`config.mk`:
```
export PLATFORM = sky130hd
export DESIGN_NAME = id_stage
export DESIGN_NICKNAME = d
export VERILOG_FILES = /design/src/rtl/id_stage.sv
export SDC_FILE = /design/constraint.sdc
export NUM_CORES = 1
export LEC_CHECK = 0
export ABC_AREA = 0
export BUFFER_PORTS_ARGS = -buffer_cell sky130_fd_sc_hd__buf_2
export CORE_UTILIZATION = 31
export DETAILED_ROUTE_END_ITERATION = 7
export SYNTH_ARGS = -nofsm -noshare
export SYNTH_HDL_FRONTEND = slang
export SYNTH_SLANG_ARGS = --single-unit
```
`constraint.sdc`:
```
create_clock -name clock -period 4 [get_ports clock]
set_input_delay 0.2 -clock clock [delete_from_list [all_inputs] [get_ports clock]]
set_output_delay 0.2 -clock clock [all_outputs]
set_load 0.005 [all_outputs]
```
`src/rtl/id_stage.sv`:
```
// ============================================================================
// id_stage : MIPS decode/issue stage with operand bypass and load-use bubble
// Rev 1.0  : initial release
// ============================================================================
`default_nettype none

module id_stage #(
  parameter int ALU_OPC_WIDTH = 12
) (
  input  logic                     clock,
  input  logic                     reset_n,
  input  logic                     if_valid,
  input  logic [31:0]              inst_word,
  input  logic [31:0]              inst_pc,
  output logic                     id_ready,
  input  logic                     flush,
  input  logic                     ex_stall,
  output logic [4:0]               rf_raddr_a,
  output logic [4:0]               rf_raddr_b,
  input  logic [31:0]              rf_rdata_a,
  input  logic [31:0]              rf_rdata_b,
  input  logic                     ex_fwd_valid,
  input  logic [4:0]               ex_fwd_reg,
  input  logic [31:0]              ex_fwd_data,
  input  logic                     wb_valid,
  input  logic [4:0]               wb_reg,
  input  logic [31:0]              wb_data,
  output logic                     ex_valid,
  output logic [31:0]              pc,
  output logic [31:0]              A,
  output logic [31:0]              B,
  output logic [4:0]               A_reg,
  output logic [4:0]               B_reg,
  output logic                     B_imm,
  output logic [4:0]               shamt,
  output logic [31:0]              imm,
  output logic [ALU_OPC_WIDTH-1:0] alu_op,
  output logic                     alu_inst,
  output logic                     mem_inst,
  output logic                     jmp_inst,
  output logic [4:0]               dest_reg,
  output logic                     dest_reg_valid
);

  logic [5:0]  w_opc;
  logic [5:0]  w_funct;
  logic [4:0]  w_rs;
  logic [4:0]  w_rt;
  logic [4:0]  w_rd;
  logic [31:0] w_imm;
  logic        w_alu;
  logic        w_mem;
  logic        w_jmp;
  logic        w_b_imm;
  logic        w_reads_rs;
  logic        w_reads_rt;
  logic [4:0]  w_dest;
  logic [31:0] w_val_a;
  logic [31:0] w_val_b;
  logic        w_load_use;

  assign w_opc   = inst_word[31:26];
  assign w_funct = inst_word[5:0];
  assign w_rs    = inst_word[25:21];
  assign w_rt    = inst_word[20:16];
  assign w_rd    = inst_word[15:11];

  assign rf_raddr_a = w_rs;
  assign rf_raddr_b = w_rt;

  // andi/ori/xori/lui zero-extend; everything else sign-extends.
  assign w_imm = (w_opc[5:2] == 4'b0011) ? {16'h0000, inst_word[15:0]}
                                         : {{16{inst_word[15]}}, inst_word[15:0]};

  always_comb begin
    w_alu      = 1'b0;
    w_mem      = 1'b0;
    w_jmp      = 1'b0;
    w_b_imm    = 1'b0;
    w_reads_rs = 1'b0;
    w_reads_rt = 1'b0;
    w_dest     = 5'd0;
    case (w_opc)
      6'h00: begin
        w_reads_rs = 1'b1;
        if (w_funct == 6'h08 || w_funct == 6'h09) begin
          w_jmp = 1'b1;
          if (w_funct == 6'h09) w_dest = w_rd;
        end else begin
          w_alu      = 1'b1;
          w_reads_rt = 1'b1;
          w_dest     = w_rd;
        end
      end
      6'h08, 6'h09, 6'h0a, 6'h0b, 6'h0c, 6'h0d, 6'h0e, 6'h0f: begin
        w_alu      = 1'b1;
        w_b_imm    = 1'b1;
        w_reads_rs = 1'b1;
        w_dest     = w_rt;
      end
      6'h20, 6'h21, 6'h22, 6'h23, 6'h24, 6'h25: begin
        w_mem      = 1'b1;
        w_reads_rs = 1'b1;
        w_dest     = w_rt;
      end
      6'h28, 6'h29, 6'h2a, 6'h2b: begin
        w_mem      = 1'b1;
        w_reads_rs = 1'b1;
        w_reads_rt = 1'b1;
      end
      6'h02: w_jmp = 1'b1;
      6'h03: begin
        w_jmp  = 1'b1;
        w_dest = 5'd31;
      end
      6'h04, 6'h05: begin
        w_jmp      = 1'b1;
        w_reads_rs = 1'b1;
        w_reads_rt = 1'b1;
      end
      default: ;
    endcase
  end

  // Youngest producer wins: EX result is newer than WB result.
  function automatic logic [31:0] resolve(
    input logic [4:0]  r,
    input logic [31:0] rf_val,
    input logic        exv,
    input logic [4:0]  exr,
    input logic [31:0] exd,
    input logic        wbv,
    input logic [4:0]  wbr,
    input logic [31:0] wbd
  );
    if (r == 5'd0)                return 32'd0;
    else if (exv && exr == r)     return exd;
    else if (wbv && wbr == r)     return wbd;
    else                          return rf_val;
  endfunction

  assign w_val_a = resolve(w_rs, rf_rdata_a, ex_fwd_valid, ex_fwd_reg, ex_fwd_data,
                           wb_valid, wb_reg, wb_data);
  assign w_val_b = resolve(w_rt, rf_rdata_b, ex_fwd_valid, ex_fwd_reg, ex_fwd_data,
                           wb_valid, wb_reg, wb_data);

  // Only loads carry both mem_inst and a valid dest.
  assign w_load_use = if_valid && ex_valid && mem_inst && dest_reg_valid &&
                      ((w_reads_rs && w_rs == dest_reg) ||
                       (w_reads_rt && w_rt == dest_reg));

  assign id_ready = flush || (!ex_stall && !w_load_use);

  always_ff @(posedge clock or negedge reset_n) begin
    if (!reset_n) begin
      ex_valid       <= 1'b0;
      pc             <= 32'd0;
      A              <= 32'd0;
      B              <= 32'd0;
      A_reg          <= 5'd0;
      B_reg          <= 5'd0;
      B_imm          <= 1'b0;
      shamt          <= 5'd0;
      imm            <= 32'd0;
      alu_op         <= '0;
      alu_inst       <= 1'b0;
      mem_inst       <= 1'b0;
      jmp_inst       <= 1'b0;
      dest_reg       <= 5'd0;
      dest_reg_valid <= 1'b0;
    end else if (flush) begin
      ex_valid <= 1'b0;
    end else if (ex_stall) begin
      ex_valid <= ex_valid;
    end else if (!if_valid || w_load_use) begin
      ex_valid <= 1'b0;
    end else begin
      ex_valid       <= 1'b1;
      pc             <= inst_pc;
      A              <= w_val_a;
      B              <= w_b_imm ? w_imm : w_val_b;
      A_reg          <= w_rs;
      B_reg          <= w_rt;
      B_imm          <= w_b_imm;
      shamt          <= inst_word[10:6];
      imm            <= w_imm;
      // funct only qualifies R-type opcodes; other formats carry zero there.
      alu_op         <= {w_opc, (w_opc == 6'h00) ? w_funct : 6'h00};
      alu_inst       <= w_alu;
      mem_inst       <= w_mem;
      jmp_inst       <= w_jmp;
      dest_reg       <= w_dest;
      dest_reg_valid <= (w_dest != 5'd0);
    end
  end

endmodule

`default_nettype wire

```
==> run summary, run 1 <==
status = finished, final reports clean
Crit Path Category = flop to flop
hold depth = 2
hold_buf cts = 29
#FFs+latches synth = 146
Slew Limit Fails = 0
final setup violation count = 0
YS warnings = 0
RSZ-0062 raised after global routing = no
Critical Path Sink Type = flop
min cycle time layout = 2.96 ns
pin count of the biggest net entering global routing = 95
later-pin clock latency in the skew report = 0.43 ns
Clock Tree Buf Depth = 2
worst path bufs/invs = 2
CTS tree = yes
Critical-path top delay cell = nand4_4
GRT overflow = 0
share of post-route cells with drive strength above 1 = 0.445
Pleak = 5.36 nW
fmax = 338 MHz
Initial DRC Count = 436
register area share after synthesis = 0.457
Starting Density = 0.316
Post-Layout Cell Count = 1521
critical path arrival = 3.26 ns
die width = 163 µm
final worst-path cycle share = 0.740
final hold vios = 0
Vias = 7892
pwr dens = 421 nW/µm²
total CTS buffers = 17
post-synth net total = 1030
layout net count = 1380
Critical Path, Cell by Cell = xor2_1, nor4_1, nand4_1, nand4_4, buf_12, buf_4, mux2_2
Max Fanout on Critical Path = 56
leading area contributor after synthesis = dfrtp_1
TritonCTS Sinks = 146
critical path depth = 7
initial antenna violation count = 7
post-synth top area share = 0.457
area delta synth->final = 35.9%
Post-CTS Resized = 0
number of port buffers = 385
Vias/cell = 5.19
synth top area cells = dfrtp_1, mux2_2, o21ai_0
Post-Syn Area = 7990 µm²
vias in the first global route = 7779
Least-Margin Pin Slew = 0.918 ns
dpl cells = 1452
drt pass-1 iters = 5
drt total wl = 30.9 mm
reg2reg path depth = 7
Hold/Removal Path Class = input pin to flop
detailed-route DRC error count = 0
placed wire-length estimate = 22.6 mm
hold path startpoint = inst_pc[17]
worst endpoint required time = 4.30 ns
Root Driver = clkbuf_16
R2R Path Start = dest_reg[2]$_DFFE_PN0P_
max-cap viol count = 0
number of cell rows = 58
number of enable flip-flop cells after synthesis = 0
fraction of registers with async set/reset = 1.00
Final Skew = 0.0110 ns
Core Region = 25300 µm²
prevailing post-synth register cell = dfrtp_1
gpl congestion = 0.867
Die Height = 163 µm
Synth Instances = 821
post-route setup TNS = 0 ns
count leader, synth = dfrtp_1
Max stage delay on crit path = 0.49 ns
postcts setup bufs = 0
I/O Pins = 386
Post-synth top cells = dfrtp_1, o21ai_0, nand2_1
Rel. slew slack = 0.388
Wirelength per Cell = 20.3 µm
Largest delay share family, worst path = simple AND/OR/NAND/NOR gates
H-tree depth = 4
Worst VDD drop = 200 µV
Avg Inst Size Synth = 9.73 µm²
Netlist cell types = 41
total track usage = 0.232
CTS clk-pin slew, worst paths = 0.07 ns
first-pass GRT wire length = 45.6 mm
DIE AREA = 26400 µm²
CP Launch Point = dest_reg[2]$_DFFE_PN0P_
Startpoint Class = flop
post-route antenna net violation count = 0
WHS = 0.0148 ns
==> where the power goes <==
group | internal [W] | total [W] | switching [W] | leakage, nW
Sequential | 0.00173 | 0.00188 | 0.000146 | 1.80
Combinational | 0.000541 | 0.00104 | 0.000495 | 3.27
Clock | 0.000850 | 0.00166 | 0.000806 | 0.297
Total | 0.00312 | 0.00457 | 0.00145 | 5.36
==> cell type report <==
type | instances | area, µm²
Sequential cell | 146 | 3650
Timing Repair Buffer | 435 | 2400
Clock inverter | 15 | 186
Antenna cell | 7 | 17.5
Tap cell | 330 | 413
Multi-Input combinational cell | 571 | 3770
Fill cell | 2531 | 14400
Clock buffer | 17 | 425
==> metrics by stage <==
stage	area, µm²	util	setup slack, ns	power (W)
after floorplan	7990	-	1.75	0.00238
after global placement	9930	0.393	0.890	0.00291
after detailed placement	9930	0.393	0.836	0.00293
after CTS	10800	0.429	1.03	0.00463
after global routing	10800	0.430	0.839	0.00481
final	10900	0.430	1.04	0.00457
==> cell families (layout without fill, tap and decap cells) <==
group,Yosys count,after routing,share of synthesized area
XOR/XNOR,30,30,0.0329
other,0,7,0
multiplexers,82,82,0.115
AO/OA/AOI/OAI,244,244,0.201
buffers and inverters,104,467,0.0746
AND/OR/NAND/NOR,215,215,0.118
flip-flops,146,146,0.457
==> worst reg2reg max path, cell delays in order (launching register included) <==
cell,delay (ns)
dfrtp_1,0.43
xor2_1,0.16
nor4_1,0.38
nand4_1,0.24
nand4_4,0.49
buf_12,0.36
buf_4,0.39
mux2_2,0.39
==> final timing paths <==
path                                        endpoint  slack [ns]
worst max-delay path              imm[2]$_DFFE_PN0P_        1.04
worst min-delay path              pc[17]$_DFFE_PN0P_        0.01
worst max register to register    imm[2]$_DFFE_PN0P_        1.04
worst min register to register      A[9]$_DFFE_PN0P_        0.48
max in group asynchronous       A_reg[1]$_DFFE_PN0P_        2.54
min in group asynchronous          A[14]$_DFFE_PN0P_        0.43
==> metal layers <==
metal | global-route usage | wire length [µm] | up-vias
met5 | 0 | 13 | -
met4 | 0.0986 | 877 | 2
met3 | 0.0657 | 2490 | 53
met2 | 0.385 | 14900 | 387
met1 | 0.279 | 12700 | 3800
li1 | - | - | 3650
==> placed cells by master (no fill, tap or decap), types with 2 or more instances in the layout <==
master and count:
nor3_1 4, dlygate4sd3_1 30, nor4_1 5, and2_1 3, mux2_2 81, clkbuf_16 17
xor2_1 14, a21o_1 34, a211oi_1 31, nand4_1 5, dfrtp_1 146, nand3b_1 4
nand2_1 108, clkinv_4 3, or2_2 4, and3_1 2, a221oi_1 4, inv_8 4
xnor2_1 15, buf_2 384, or4b_1 2, nand3_1 33, buf_4 19, a21oi_1 3
a2bb2oi_1 16, inv_6 2, clkinv_8 6, nor2_1 40, o21ai_0 113, a311oi_1 32
diode_2 7
Power figures use the tool's default switching activity.
==> inputs of run 2 (changes only) <==
Clock period 4 ns to 2.8 ns, I/O delays scaled along.
==> run 2 against run 1 <==
- sequential power is 43% higher
- critical path depth stayed put
- maximum frequency is 9.3% higher
- total power is 47% higher
- wire length is 0.50% lower
- global-route usage is 0.40 points lower
- die area stayed put
- hold slack better by 0.013 ns
- combinational power is 44% higher
- critical endpoint is now ex_valid$_DFFE_PN0P_
==> run summary, run 2 (same netlist as run 1, synthesis figures left out) <==
pwr dens = 610 nW/µm²
Critical Path, Cell by Cell = xor2_1, nor4_1, nand4_1, nand4_4, buf_12, o21ai_0, dlygate4sd3_1
final worst-path cycle share = 0.967
TritonCTS Sinks = 146
number of port buffers = 385
Pleak = 5.43 nW
Starting Density = 0.316
fillcell total = 2559
I/O Pins = 386
reg2reg path depth = 7
reg2reg end = ex_valid$_DFFE_PN0P_
Max Fanout on Critical Path = 70
number of cell rows = 58
fmax = 369 MHz
dpl cells = 1451
hold_buf cts = 42
DIE AREA = 26400 µm²
Post-CTS Resized = 0
max-cap viol count = 0
Die Height = 163 µm
internal power = 0.00472 W
final hold vios = 0
CTS tree = yes
vias in the first global route = 7597
R2R Path Start = dest_reg[2]$_DFFE_PN0P_
placed wire-length estimate = 22.3 mm
initial antenna violation count = 4
Psw = 0.00199 W
Initial DRC Count = 538
drt pass-1 iters = 4
post-route antenna net violation count = 0
later-pin clock latency in the skew report = 0.42 ns
critical path arrival = 3.00 ns
Critical-path top delay cell = dlygate4sd3_1
CTS clk-pin slew, worst paths = 0.06 ns
min cycle time layout = 2.71 ns
worst path bufs/invs = 2
hold path startpoint = inst_word[4]
combinational power share = 0.223
postcts setup bufs = 0
Core Region = 25300 µm²
Rel. slew slack = 0.333
Reg power frac = 0.400
Worst R2R Setup Slack = 0.09 ns
drt total wl = 30.8 mm
layout net count = 1391
Vias/cell = 5.20
Final Skew = 0.0127 ns
CP Launch Point = dest_reg[2]$_DFFE_PN0P_
Hold/Removal Path Class = input pin to flop
Worst VDD drop = 358 µV
Wirelength per Cell = 20.2 µm
Max stage delay on crit path = 0.58 ns
detailed-route DRC error count = 0
Post-Layout Cell Count = 1527
total CTS buffers = 17
hold endpoint = alu_op[4]$_DFFE_PN0P_
Largest delay share family, worst path = simple AND/OR/NAND/NOR gates
worst endpoint required time = 3.10 ns
Critical Path Sink Type = flop
sw frac = 0.297
Slew Limit Fails = 0
gpl congestion = 0.873
share of post-route cells with drive strength above 1 = 0.440
Least-Margin Pin Slew = 1.00 ns
clock power share = 0.377
post-route setup TNS = 0 ns
Crit Path Category = flop to flop
total track usage = 0.228
most frequent cells in the layout = buf_2, dfrtp_1, o21ai_0
commonest non-fill, non-tap cell in the layout = buf_2
Root Driver = clkbuf_16
die width = 163 µm
final setup violation count = 0
H-tree depth = 4
Startpoint Class = flop
RSZ-0062 raised after global routing = no
GRT overflow = 0
first-pass GRT wire length = 45.2 mm
hold depth = 3
Clock Tree Buf Depth = 2
area delta synth->final = 37.8%
pin count of the biggest net entering global routing = 77
Vias = 7933
status = finished, final reports clean
-- run 2: changes by cell type in the layout (fill, tap and decap cells not counted), sizes merged, moves of 3 or more --
cell,delta
dlygate4sd3,+12
inv,+3
bufinv,+3
clkinv,-7
diode,-5
-- run 2: layout make-up --
cell class / instances / area [µm²] / area share
multi-input cells: 571 / 3770 / 0.342
flip-flops and latches: 146 / 3650 / 0.332
repair buffers: 446 / 2530 / 0.230
clock buffers: 17 / 425 / 0.0386
well taps: 330 / 413 / 0.0375
clock inverters: 15 / 211 / 0.0192
diodes: 2 / 5.00 / 0.000455
-- run 2: worst register-to-register path: stages, from the launching register on --
cell	delay, ns
dfrtp_1	0.43
xor2_1	0.16
nor4_1	0.47
nand4_1	0.26
nand4_4	0.23
buf_12	0.31
o21ai_0	0.16
dlygate4sd3_1	0.58
-- run 2: metrics by stage --
stage | area [µm²] | util | hold slack [ns] | power (W) | setup WS (ns)
after floorplan | 7990 | - | -0.156 | 0.00340 | 0.608
after detailed placement | 9950 | 0.394 | 0.256 | 0.00419 | 0.362
after global placement | 9950 | 0.394 | 0.254 | 0.00416 | 0.391
after global routing | 11000 | 0.436 | 0.0292 | 0.00706 | 0.0368
after CTS | 11000 | 0.436 | 0.00518 | 0.00680 | 0.147
final | 11000 | 0.436 | 0.0282 | 0.00671 | 0.0919
-- run 2: power by group through the flow --
| stage | Clock, W | Sequential, W | Combinational, W |
|---|---|---|---|
| final | 0.00253 | 0.00268 | 0.00150 |
| after global routing | 0.00268 | 0.00273 | 0.00164 |
| after CTS | 0.00260 | 0.00269 | 0.00152 |
| after detailed placement | 0 | 0.00272 | 0.00147 |
| after global placement | 0 | 0.00272 | 0.00145 |
| after floorplan | 0 | 0.00274 | 0.000659 |
-- run 2: how the worst max path moves through the flow --
stage	end	depth (start not counted)
4_1_cts	ex_valid$_DFFE_PN0P_	9
2_1_floorplan	A_reg[0]$_DFFE_PN0P_	8
6_report	ex_valid$_DFFE_PN0P_	7
5_1_grt	ex_valid$_DFFE_PN0P_	7
3_5_place_dp	pc[9]$_DFFE_PN0P_	7
3_3_place_gp	pc[24]$_DFFE_PN0P_	7
-- run 2: metal layers --
| layer | up-vias | wire, µm | GRT usage |
|---|---|---|---|
| li1 | 3651 | - | - |
| met1 | 3824 | 12600 | 0.283 |
| met2 | 406 | 15000 | 0.386 |
| met3 | 48 | 2320 | 0.0502 |
| met4 | 4 | 781 | 0.0819 |
| met5 | - | 29 | 0 |
==> inputs of run 3 (changes only) <==
Settings changed: ABC_AREA 0 to 1, CORE_ASPECT_RATIO set to 1.25, SLEW_MARGIN set to 30.
==> run 3 against run 2 <==
- clock skew about the same
- sequential cell count unchanged
- combinational power is 8% higher
- hold slack worse by 0.017 ns
- clock-buffer cell count unchanged
==> run summary, run 3 <==
status = finished, final reports clean
Slew Limit Fails = 0
RSZ-0062 raised after global routing = no
critical path arrival = 2.38 ns
Starting Density = 0.318
hold path startpoint = inst_word[12]
number of enable flip-flop cells after synthesis = 0
Critical Path Sink Type = output pin
initial antenna violation count = 11
Post-synth top cells = nand2_1, nand3_1, nor2_1
Least-Margin Pin Slew = 0.714 ns
clock power share = 0.357
Vias = 9982
total CTS buffers = 17
prevailing post-synth register cell = dfrtp_1
pre-CTS setup slack = 0.545 ns
final setup violation count = 0
pwr dens = 562 nW/µm²
area delta synth->final = 36.6%
reg2reg end = A[26]$_DFFE_PN0P_
post-synth top area share = 0.424
Reg power frac = 0.399
detailed-route DRC error count = 0
max-cap viol count = 0
Synth Instances = 1257
drt pass-1 iters = 7
hold endpoint = imm[12]$_DFFE_PN0P_
number of cell rows = 67
hold depth = 3
post-route antenna net violation count = 0
Post-Syn Area = 8610 µm²
pin count of the biggest net entering global routing = 79
DIE AREA = 28400 µm²
Clock Tree Buf Depth = 2
I/O Pins = 386
Post-CTS Resized = 0
Root Driver = clkbuf_16
final worst-path cycle share = 0.899
Crit Path Category = input pin to output pin
Final Skew = 0.0128 ns
final core utilization = 0.434
Psw = 0.00221 W
cell mode on critical path = nand2_1
Pleak = 6.59 nW
total track usage = 0.267
drt total wl = 37.6 mm
Startpoint Class = input pin
CTS tree = yes
Max Fanout on Critical Path = 14
Netlist cell types = 27
Wirelength per Cell = 18.9 µm
WHS = 0.0107 ns
TritonCTS Sinks = 146
postcts setup bufs = 0
fraction of registers with async set/reset = 1.00
GRT overflow = 0
Avg Inst Size Synth = 6.85 µm²
YS warnings = 0
die width = 151 µm
sw frac = 0.334
layout net count = 1828
Initial DRC Count = 615
Hold/Removal Path Class = input pin to flop
later-pin clock latency in the skew report = 0.44 ns
#FFs+latches synth = 146
vias in the first global route = 9725
first-pass GRT wire length = 56.4 mm
commonest non-fill, non-tap cell in the layout = nand2_1
Vias/cell = 5.03
Rel. slew slack = 0.524
most frequent cells in the layout = nand2_1, buf_2, nand3_1
final hold vios = 0
R2R Path Start = dest_reg[2]$_DFFE_PN0P_
share of post-route cells with drive strength above 1 = 0.287
post-synth net total = 1466
CTS clk-pin slew, worst paths = 0.07 ns
Worst R2R Setup Slack = 0.73 ns
reg2reg path depth = 13
Max stage delay on crit path = 0.53 ns
gpl congestion = 0.915
Overall Power = 0.00661 W
number of port buffers = 385
fmax = 397 MHz
Critical Path, Cell by Cell = dlygate4sd3_1, buf_2, nand2_1, nand2_1, nor2_4, nand3_1, nand2_1, nand2_2, a21oi_4, or2_2, buf_2
final worst slack = 0.284 ns
post-route setup TNS = 0 ns
Core Region = 27100 µm²
count leader, synth = nand2_1
combinational power share = 0.245
leading area contributor after synthesis = dfrtp_1
Critical-path top delay cell = dlygate4sd3_1
synth top area cells = dfrtp_1, nand2_1, nand3_1
H-tree depth = 4
min cycle time layout = 2.52 ns
fillcell total = 2832
internal power = 0.00440 W
Die Height = 188 µm
Worst VDD drop = 413 µV
placed wire-length estimate = 28.1 mm
worst endpoint required time = 2.66 ns
register area share after synthesis = 0.424
[run 3: cell count changes after synthesis, sizes merged, moves of 13 or more]
cell	previous run	this run
a2bb2oi	16	0
a211oi	31	0
inv	0	36
o21ai	114	79
nand3	34	164
xnor2	16	2
nand2	108	465
nand4	6	67
nor2	41	165
xor2	14	1
mux2	81	0
a311oi	32	0
a21o	34	0
[run 3: critical path: cells and delay by family]
kind,cells,cell delay (ns)
AOI/OAI and AO/OA,1,0.47
and+or+nand+nor,7,0.98
buffers and inverters,3,0.79
[run 3: routing by layer]
| metal | up-vias | part of all wire | global-route usage |
|---|---|---|---|
| met5 | - | 0.0013 | 0 |
| met4 | 8 | 0.055 | 0.153 |
| met3 | 93 | 0.080 | 0.0690 |
| met2 | 475 | 0.47 | 0.445 |
| met1 | 4599 | 0.39 | 0.306 |
| li1 | 4807 | - | - |
[run 3: per-stage QoR]
step           cell area, µm²  std cells
6_report                11800       1984
5_1_grt                 11800       1984
4_1_cts                 11700       1977
3_5_place_dp            10700       1900
3_3_place_gp            10700       1900
2_1_floorplan            8610       1257
[run 3: worst max path at each step]
stage,endpoint,from,cells past startpoint
after global routing,id_ready,inst_word[29],11
after floorplan,ex_valid$_DFFE_PN0P_,dest_reg[1]$_DFFE_PN0P_,13
after CTS,id_ready,inst_word[29],11
after detailed placement,pc[24]$_DFFE_PN0P_,inst_word[31],12
final,id_ready,inst_word[29],11
after global placement,pc[24]$_DFFE_PN0P_,inst_word[31],12
[run 3: kinds of logic after synthesis]
family                 Yosys count  share of synthesized area
flip-flops                     146                      0.424
AO/OA/AOI/OAI                   93                     0.0562
XOR/XNOR                         3                    0.00305
buffers and inverters          151                     0.0934
AND/OR/NAND/NOR                864                      0.423
[run 3: repair_timing]
| action | 4_1_cts | 5_1_grt |
|---|---|---|
| endpoints found under the setup margin | 0 | 0 |
| hold buffers | 45 | 0 |
| endpoints found under the hold margin | 108 | 0 |
[run 3: final cells by class]
class                      instances  area (µm²)  share of cell area
multi-input combinational        960        4230               0.360
tap                              345         432              0.0367
antenna                            7        17.5             0.00149
clock inverter                    15         171              0.0146
sequential                       146        3650               0.311
timing repair buffer             457        2690               0.229
inverter                          37         139              0.0118
clock buffer                      17         425              0.0362
[run 3: power groups by stage]
| stage | Sequential [W] | Clock, W | Combinational (W) |
|---|---|---|---|
| after floorplan | 0.00269 | 0 | 0.000712 |
| after global placement | 0.00267 | 0 | 0.00157 |
| after detailed placement | 0.00267 | 0 | 0.00158 |
| after CTS | 0.00264 | 0.00241 | 0.00163 |
| after global routing | 0.00268 | 0.00248 | 0.00182 |
| final | 0.00263 | 0.00236 | 0.00162 |
